--- src/rtl/pc_ctrl_pkg.sv ---
// pc_ctrl_pkg
// Shared encodings for the PC-update controller and anything else that
// needs to speak its language (e.g. a future branch predictor).
//   cond_e  : 3-bit branch-condition select carried on cond_sel
//   state_e : controller FSM states
//   cond_is_static() : true for conditions that never depend on ALU flags
package pc_ctrl_pkg;

  typedef enum logic [2:0] {
    COND_NEVER  = 3'b000,
    COND_EQ     = 3'b001,
    COND_NE     = 3'b010,
    COND_GT     = 3'b011,
    COND_LT     = 3'b100,
    COND_GE     = 3'b101,
    COND_LE     = 3'b110,
    COND_ALWAYS = 3'b111
  } cond_e;

  typedef enum logic {
    ST_IDLE = 1'b0,
    ST_WAIT = 1'b1
  } state_e;

  // "never" and "always" resolve without looking at zero/gt, so they can
  // be decided even when the flags are not valid yet.
  function automatic logic cond_is_static(input logic [2:0] sel);
    return (sel == COND_NEVER) || (sel == COND_ALWAYS);
  endfunction

endpackage

--- src/rtl/branch_cond_eval.sv ---
// branch_cond_eval
// Purely combinational decode of the 8-way branch condition from the ALU
// zero and signed greater-than flags.
// Ports:
//   cond_sel  in  3  condition select (see pc_ctrl_pkg::cond_e)
//   zero      in  1  ALU result was zero
//   gt        in  1  ALU signed greater-than
//   take      out 1  branch condition holds
module branch_cond_eval
  import pc_ctrl_pkg::*;
(
  input  logic [2:0] cond_sel,
  input  logic       zero,
  input  logic       gt,
  output logic       take
);

  // LT is "neither greater nor equal"; LE is simply "not greater".
  always_comb begin
    take = 1'b0;
    case (cond_sel)
      COND_NEVER:  take = 1'b0;
      COND_EQ:     take = zero;
      COND_NE:     take = ~zero;
      COND_GT:     take = gt;
      COND_LT:     take = ~gt & ~zero;
      COND_GE:     take = gt | zero;
      COND_LE:     take = ~gt;
      COND_ALWAYS: take = 1'b1;
      default:     take = 1'b0;
    endcase
  end

endmodule

--- src/rtl/pc_branch_ctrl.sv ---
// pc_branch_ctrl
// PC-update controller for the multicycle CPU. Owns the PC and EPC
// registers, resolves conditional branches from the ALU flags, and parks
// in a WAIT state (with timeout) when the flags arrive late.
// Optional feature: define PC_BRANCH_STATS_EN to build the saturating
// taken / not-taken branch counters; otherwise both outputs are tied to 0.
// Ports:
//   clk, reset_n          clock (rising edge), async active-low reset
//   pc_write              unconditional PC load from next_pc
//   pc_write_cond         conditional PC load from next_pc
//   cond_sel [2:0]        branch condition select
//   next_pc  [WIDTH]      load target
//   zero, gt, flags_valid ALU flags and their valid qualifier
//   except                exception request (EPC <= PC, PC <= EXC_VEC)
//   pc, epc  [WIDTH]      current PC, PC saved at last exception
//   busy                  controller waiting for flags; control FSM holds
//   taken                 1-cycle pulse: PC loaded by a branch
//   cond_err              1-cycle pulse: wait for flags timed out
//   taken_cnt, ntaken_cnt [CNT_W] branch statistics
module pc_branch_ctrl
  import pc_ctrl_pkg::*;
#(
  parameter int               WIDTH    = 32,
  parameter logic [WIDTH-1:0] RESET_PC = '0,
  parameter logic [WIDTH-1:0] EXC_VEC  = 'hFC,
  parameter int               TIMEOUT  = 4,
  parameter int               CNT_W    = 16
) (
  input  logic             clk,
  input  logic             reset_n,
  input  logic             pc_write,
  input  logic             pc_write_cond,
  input  logic [2:0]       cond_sel,
  input  logic [WIDTH-1:0] next_pc,
  input  logic             zero,
  input  logic             gt,
  input  logic             flags_valid,
  input  logic             except,
  output logic [WIDTH-1:0] pc,
  output logic [WIDTH-1:0] epc,
  output logic             busy,
  output logic             taken,
  output logic             cond_err,
  output logic [CNT_W-1:0] taken_cnt,
  output logic [CNT_W-1:0] ntaken_cnt
);

  localparam int               TMO_W    = (TIMEOUT > 1) ? $clog2(TIMEOUT) : 1;
  localparam logic [TMO_W-1:0] TMO_INIT = TMO_W'(TIMEOUT - 1);

  state_e           state;
  logic [WIDTH-1:0] tgt_q;
  logic [2:0]       cond_q;
  logic [TMO_W-1:0] tmo;

  logic [2:0]       eval_sel;
  logic [WIDTH-1:0] branch_target;
  logic             take;
  logic             resolve;
  logic             launch_wait;

  // While waiting, the condition and target captured at request time are
  // used; the live cond_sel/next_pc may already belong to something else.
  always_comb begin
    eval_sel      = cond_sel;
    branch_target = next_pc;
    if (state == ST_WAIT) begin
      eval_sel      = cond_q;
      branch_target = tgt_q;
    end
  end

  branch_cond_eval u_eval (
    .cond_sel (eval_sel),
    .zero     (zero),
    .gt       (gt),
    .take     (take)
  );

  // Decide whether a branch is resolved this cycle or must wait for flags.
  // except and pc_write both pre-empt any branch activity. In WAIT a new
  // pc_write_cond is ignored: only the pending branch can resolve.
  always_comb begin
    resolve     = 1'b0;
    launch_wait = 1'b0;
    if (!except && !pc_write) begin
      if (state == ST_IDLE) begin
        if (pc_write_cond) begin
          if (flags_valid || cond_is_static(cond_sel)) begin
            resolve = 1'b1;
          end else begin
            launch_wait = 1'b1;
          end
        end
      end else if (flags_valid) begin
        resolve = 1'b1;
      end
    end
  end

  // Controller FSM plus PC/EPC registers. taken/cond_err are pulses that
  // default low every cycle. The timeout counter is loaded with TIMEOUT-1
  // so busy stays high for exactly TIMEOUT cycles before cond_err fires.
  always_ff @(posedge clk or negedge reset_n) begin
    if (!reset_n) begin
      state    <= ST_IDLE;
      pc       <= RESET_PC;
      epc      <= '0;
      busy     <= 1'b0;
      taken    <= 1'b0;
      cond_err <= 1'b0;
      tgt_q    <= '0;
      cond_q   <= COND_NEVER;
      tmo      <= '0;
    end else begin
      taken    <= 1'b0;
      cond_err <= 1'b0;
      if (except) begin
        epc   <= pc;
        pc    <= EXC_VEC;
        state <= ST_IDLE;
        busy  <= 1'b0;
      end else if (pc_write) begin
        pc    <= next_pc;
        state <= ST_IDLE;
        busy  <= 1'b0;
      end else if (resolve) begin
        if (take) begin
          pc    <= branch_target;
          taken <= 1'b1;
        end
        state <= ST_IDLE;
        busy  <= 1'b0;
      end else if (launch_wait) begin
        tgt_q  <= next_pc;
        cond_q <= cond_sel;
        tmo    <= TMO_INIT;
        state  <= ST_WAIT;
        busy   <= 1'b1;
      end else if (state == ST_WAIT) begin
        if (tmo == '0) begin
          cond_err <= 1'b1;
          state    <= ST_IDLE;
          busy     <= 1'b0;
        end else begin
          tmo <= tmo - TMO_W'(1);
        end
      end
    end
  end

`ifdef PC_BRANCH_STATS_EN
  localparam logic [CNT_W-1:0] CNT_MAX = '1;

  // Only resolved branches are counted; timeouts and branches dropped by
  // except/pc_write never reach resolve. Counters stick at all-ones.
  always_ff @(posedge clk or negedge reset_n) begin
    if (!reset_n) begin
      taken_cnt  <= '0;
      ntaken_cnt <= '0;
    end else if (resolve) begin
      if (take) begin
        if (taken_cnt != CNT_MAX) taken_cnt <= taken_cnt + CNT_W'(1);
      end else begin
        if (ntaken_cnt != CNT_MAX) ntaken_cnt <= ntaken_cnt + CNT_W'(1);
      end
    end
  end
`else
  assign taken_cnt  = '0;
  assign ntaken_cnt = '0;
`endif

endmodule

--- config.mk ---
export PLATFORM = sky130hd
export DESIGN_NAME = pc_branch_ctrl
export DESIGN_NICKNAME = d
export VERILOG_FILES = /design/src/rtl/pc_ctrl_pkg.sv /design/src/rtl/branch_cond_eval.sv /design/src/rtl/pc_branch_ctrl.sv
export SDC_FILE = /design/constraint.sdc
export NUM_CORES = 1
export LEC_CHECK = 0
export ABC_AREA = 0
export BUFFER_PORTS_ARGS = -buffer_cell sky130_fd_sc_hd__buf_2
export CORE_MARGIN = 2
export CORE_UTILIZATION = 44
export CTS_CLUSTER_SIZE = 12
export DETAILED_ROUTE_END_ITERATION = 10
export PLACE_DENSITY = 0.71
export RECOVER_POWER = 100
export SLEW_MARGIN = 20
export SYNTH_ARGS = -nofsm -noshare
export SYNTH_HDL_FRONTEND = slang
export SYNTH_SLANG_ARGS = --single-unit
export TNS_END_PERCENT = 50
--- constraint.sdc ---
create_clock -name clk -period 3.3 [get_ports clk]
set_clock_uncertainty 0.1 [all_clocks]
set_input_delay 0.99 -clock clk [delete_from_list [all_inputs] [get_ports clk]]
set_output_delay 0.99 -clock clk [all_outputs]
set_load 0.02 [all_outputs]
==> impl_metrics.yaml <==
power_and_ir_drop:
  power.share.clock_pct: 31.6
  sw_frac_of_total_pct: 30.2
  p_total_mw: 3.40
  leakage_nw: 2.66
  power_frac_comb_pct: 20.6
  peakVddDrop_v: 0.000289
  power_frac_seq_pct: 47.7
  switchingPower_mw: 1.02
  powerDensity_mw_per_mm2: 556
  internal_power_mw: 2.37
sta:
  max_freq_mhz: 362
  period_needed_ns: 2.76
  slew_violations: 34
  whs_ns: 0.403
  hold_viol_final: 0
  setup_violations: 0
  grt_setup_unrepaired: "false"
  min_period_over_period_pct: 83.6
  worst_pin_slew_ns: 1.90
  setup-tns-final_ns: 0
  slew_headroom_pct: -26.7
yosys:
  synth_top_area_share_pct: 49.6
  ys_seq_area_share_pct: 49.6
  syn-mean-instance-area_um2: 10.1
  yosysMostFrequentCell: "dfrtp_1"
  yosys_warnings: 0
  synth_cell_types: 34
  async_reset_ff_share_pct: 100
  synthTopCellsByArea: "dfrtp_1 50%, mux2_2 15%, nand2_1 6.0%"
  ys_seq_elements: 105
  synth_ff_type: "dfrtp_1"
  syn_inst: 526
  yosysTopAreaCell: "dfrtp_1"
  synth_common_cells: "105 x dfrtp_1, 84 x nand2_1, 71 x mux2_2"
  syn_area_mm2: 0.00530
  synth_edf_count: 0
route:
  firstDrtPassIters: 5
  drc_errors: 0
  avgRoutedWirePerCell_um: 16.6
  wirelength_mm: 12.9
  drtIter0Drc: 237
  viasPerCell: 5.57
  num_vias: 4321
  antenna_left: 0
layout:
  layout.nets: 668
  multi_input_area_mm2: 0.00239
  area_delta_synth_final_pct: 15.4
  n_fill_cell: 1081
  antennaDiodeCount: 0
  final-seq-area_mm2: 0.00263
  drive_above_1_share_pct: 23.4
outcome:
  violations: "max-capacitance violations, max-slew violations"
  status: "finished, violations left"
setup_path:
  ff2ff_path_depth: 6
  end_kind: "flop"
  arrival_ns: 2.89
  regToRegEndpoint: "pc[31]$_DFFE_PN0P_"
  cp_slowest_cell: "clkbuf_1"
  critPathBufInv: 3
  crit_top_cell: "clkbuf_1"
  r2r_start: "state$_DFF_PN0_"
  path_cells: "clkbuf_1 > clkbuf_1 > nor2_2 > nand2_2 > buf_4 > mux2_2"
  path_delay_family: "buffers and inverters"
  worstPathMaxFanout: 24
  critPathKind: "in -> reg"
  cp.required_ns: 3.43
  reg2reg_slack_ns: 0.65
  critPathLaunchType: "input port"
  critPathMaxStageDelay_ns: 0.52
global_route:
  grt_start_max_net_pins: 48
  overflow: 0
  grtUsageTotal_pct: 20.9
  antenna_found_initial: 0
  grt_pass1_vias: 4306
  grt_pass1_wl_mm: 21.2
floorplanning:
  die_w_um: 114
  ioPinCount: 142
  row_count: 40
  core_area_mm2: 0.0119
  start_util_pct: 44.7
  die_h_um: 114
  die-area_mm2: 0.0129
place:
  place.gp.congestion: 0.820
  io_buffers: 109
  dpl.hpwl_mm: 8.87
worst_hold_path:
  hp-class: "reg -> reg"
  min_to: "epc[28]$_DFFE_PN0P_"
  hp-start: "epc[28]$_DFFE_PN0P_"
  min_path_cells: 1
clock_tree:
  postCtsResizedCells: 0
  postCtsSetupBuffers: 0
  cts_tree: "done"
  insertion_delay_ns: 0.35
  cts_root_buffer: "clkbuf_16"
  clockBufferDepth: 2
  cts_buffers: 9
  clock-sinks: 105
  ctsHoldBuffers: 0
  clk_pin_slew_ns: 0.07
  cts_max_level: 3
run:
  cap_viol_max_count: 1
-- power by group through the flow --
stage / sequential, mW / combinational [mW] / clock, mW
2_1_floorplan: 1.73 / 0.395 / 0
3_5_place_dp: 1.64 / 0.732 / 0
4_1_cts: 1.62 / 0.734 / 1.10
3_3_place_gp: 1.62 / 0.704 / 0
5_1_grt: 1.65 / 0.769 / 1.16
6_report: 1.62 / 0.701 / 1.07
-- flip-flops by register name, indices dropped and copies added (netlist names) --
signal	flops
epc	32
tmo	2
cond_err	1
cond_q	3
taken	1
busy	1
state	1
tgt_q	32
pc	32
-- worst max-delay path by stage --
| stage | startpoint | endpoint | slack [ns] | depth (start not counted) |
|---|---|---|---|---|
| 6_report | except | tgt_q[20]$_DFFE_PN0P_ | 0.54 | 6 |
| 5_1_grt | except | cond_q[1]$_DFFE_PN0P_ | 0.37 | 6 |
| 4_1_cts | cond_sel[2] | tmo[0]$_DFFE_PN0P_ | 0.70 | 6 |
| 3_5_place_dp | cond_sel[2] | tmo[0]$_DFFE_PN0P_ | 0.33 | 6 |
| 3_3_place_gp | cond_sel[2] | pc[17]$_DFFE_PN0P_ | 0.49 | 7 |
| 2_1_floorplan | cond_sel[2] | tgt_q[10]$_DFFE_PN0P_ | 0.68 | 5 |
-- worst reg2reg max path: cells and delay by family (launching register included) --
family	cells	cell delay [ns]
AND/OR/NAND/NOR	2	0.73
flip-flops	1	0.63
multiplexers	1	0.40
AO/OA/AOI/OAI	2	0.33
buffers and inverters	1	0.33
-- cells in the final DEF, fill, tap and decap left out, drive strengths merged, types with 3 or more instances in the layout --
master / instances
dfrtp: 105
nand2: 84
clkbuf: 84
mux2: 71
a21oi: 54
buf: 54
o21ai: 33
conb: 32
nor2: 29
o211ai: 26
o32a: 6
and2: 6
a211oi: 6
o311a: 6
inv: 4
nor3: 4
nand2b: 3
mux2i: 3
-- logic make-up after synthesis --
| logic type | Yosys count | share of synthesized area [%] |
|---|---|---|
| simple gates | 134 | 10.4 |
| other cells | 1 | 0.0708 |
| buf+inv | 75 | 7.98 |
| flops | 105 | 49.6 |
| fa+ha+maj | 1 | 0.236 |
| compound gates | 136 | 15.8 |
| mux | 74 | 15.9 |
-- metal layers --
layer	vias to the layer above	part of all wire [%]	global-route usage, %
li1	1975	-	-
met2	183	50	35.1
met4	0	2.1	10.2
met5	-	0	0
met3	24	5.5	3.88
met1	2139	43	25.9
-- area by class of cell --
class	instances	share of cell area [%]
Clock buffer	11	3.97
Sequential cell	105	43.0
Clock inverter	5	0.901
Timing Repair Buffer	127	9.70
Tap cell	147	3.01
Inverter	4	0.246
Multi-Input combinational cell	377	39.2
-- stage by stage --
step | utilization, % | setup WS (ns) | cell area, um^2 | cells
6_report | 51.5 | 0.541 | 6110 | 776
3_3_place_gp | 49.9 | 0.486 | 5920 | 760
5_1_grt | 51.5 | 0.371 | 6110 | 776
2_1_floorplan | - | 0.676 | 5410 | 557
3_5_place_dp | 49.9 | 0.329 | 5920 | 760
4_1_cts | 52.4 | 0.703 | 6210 | 776
Power figures use the tool's default switching activity.
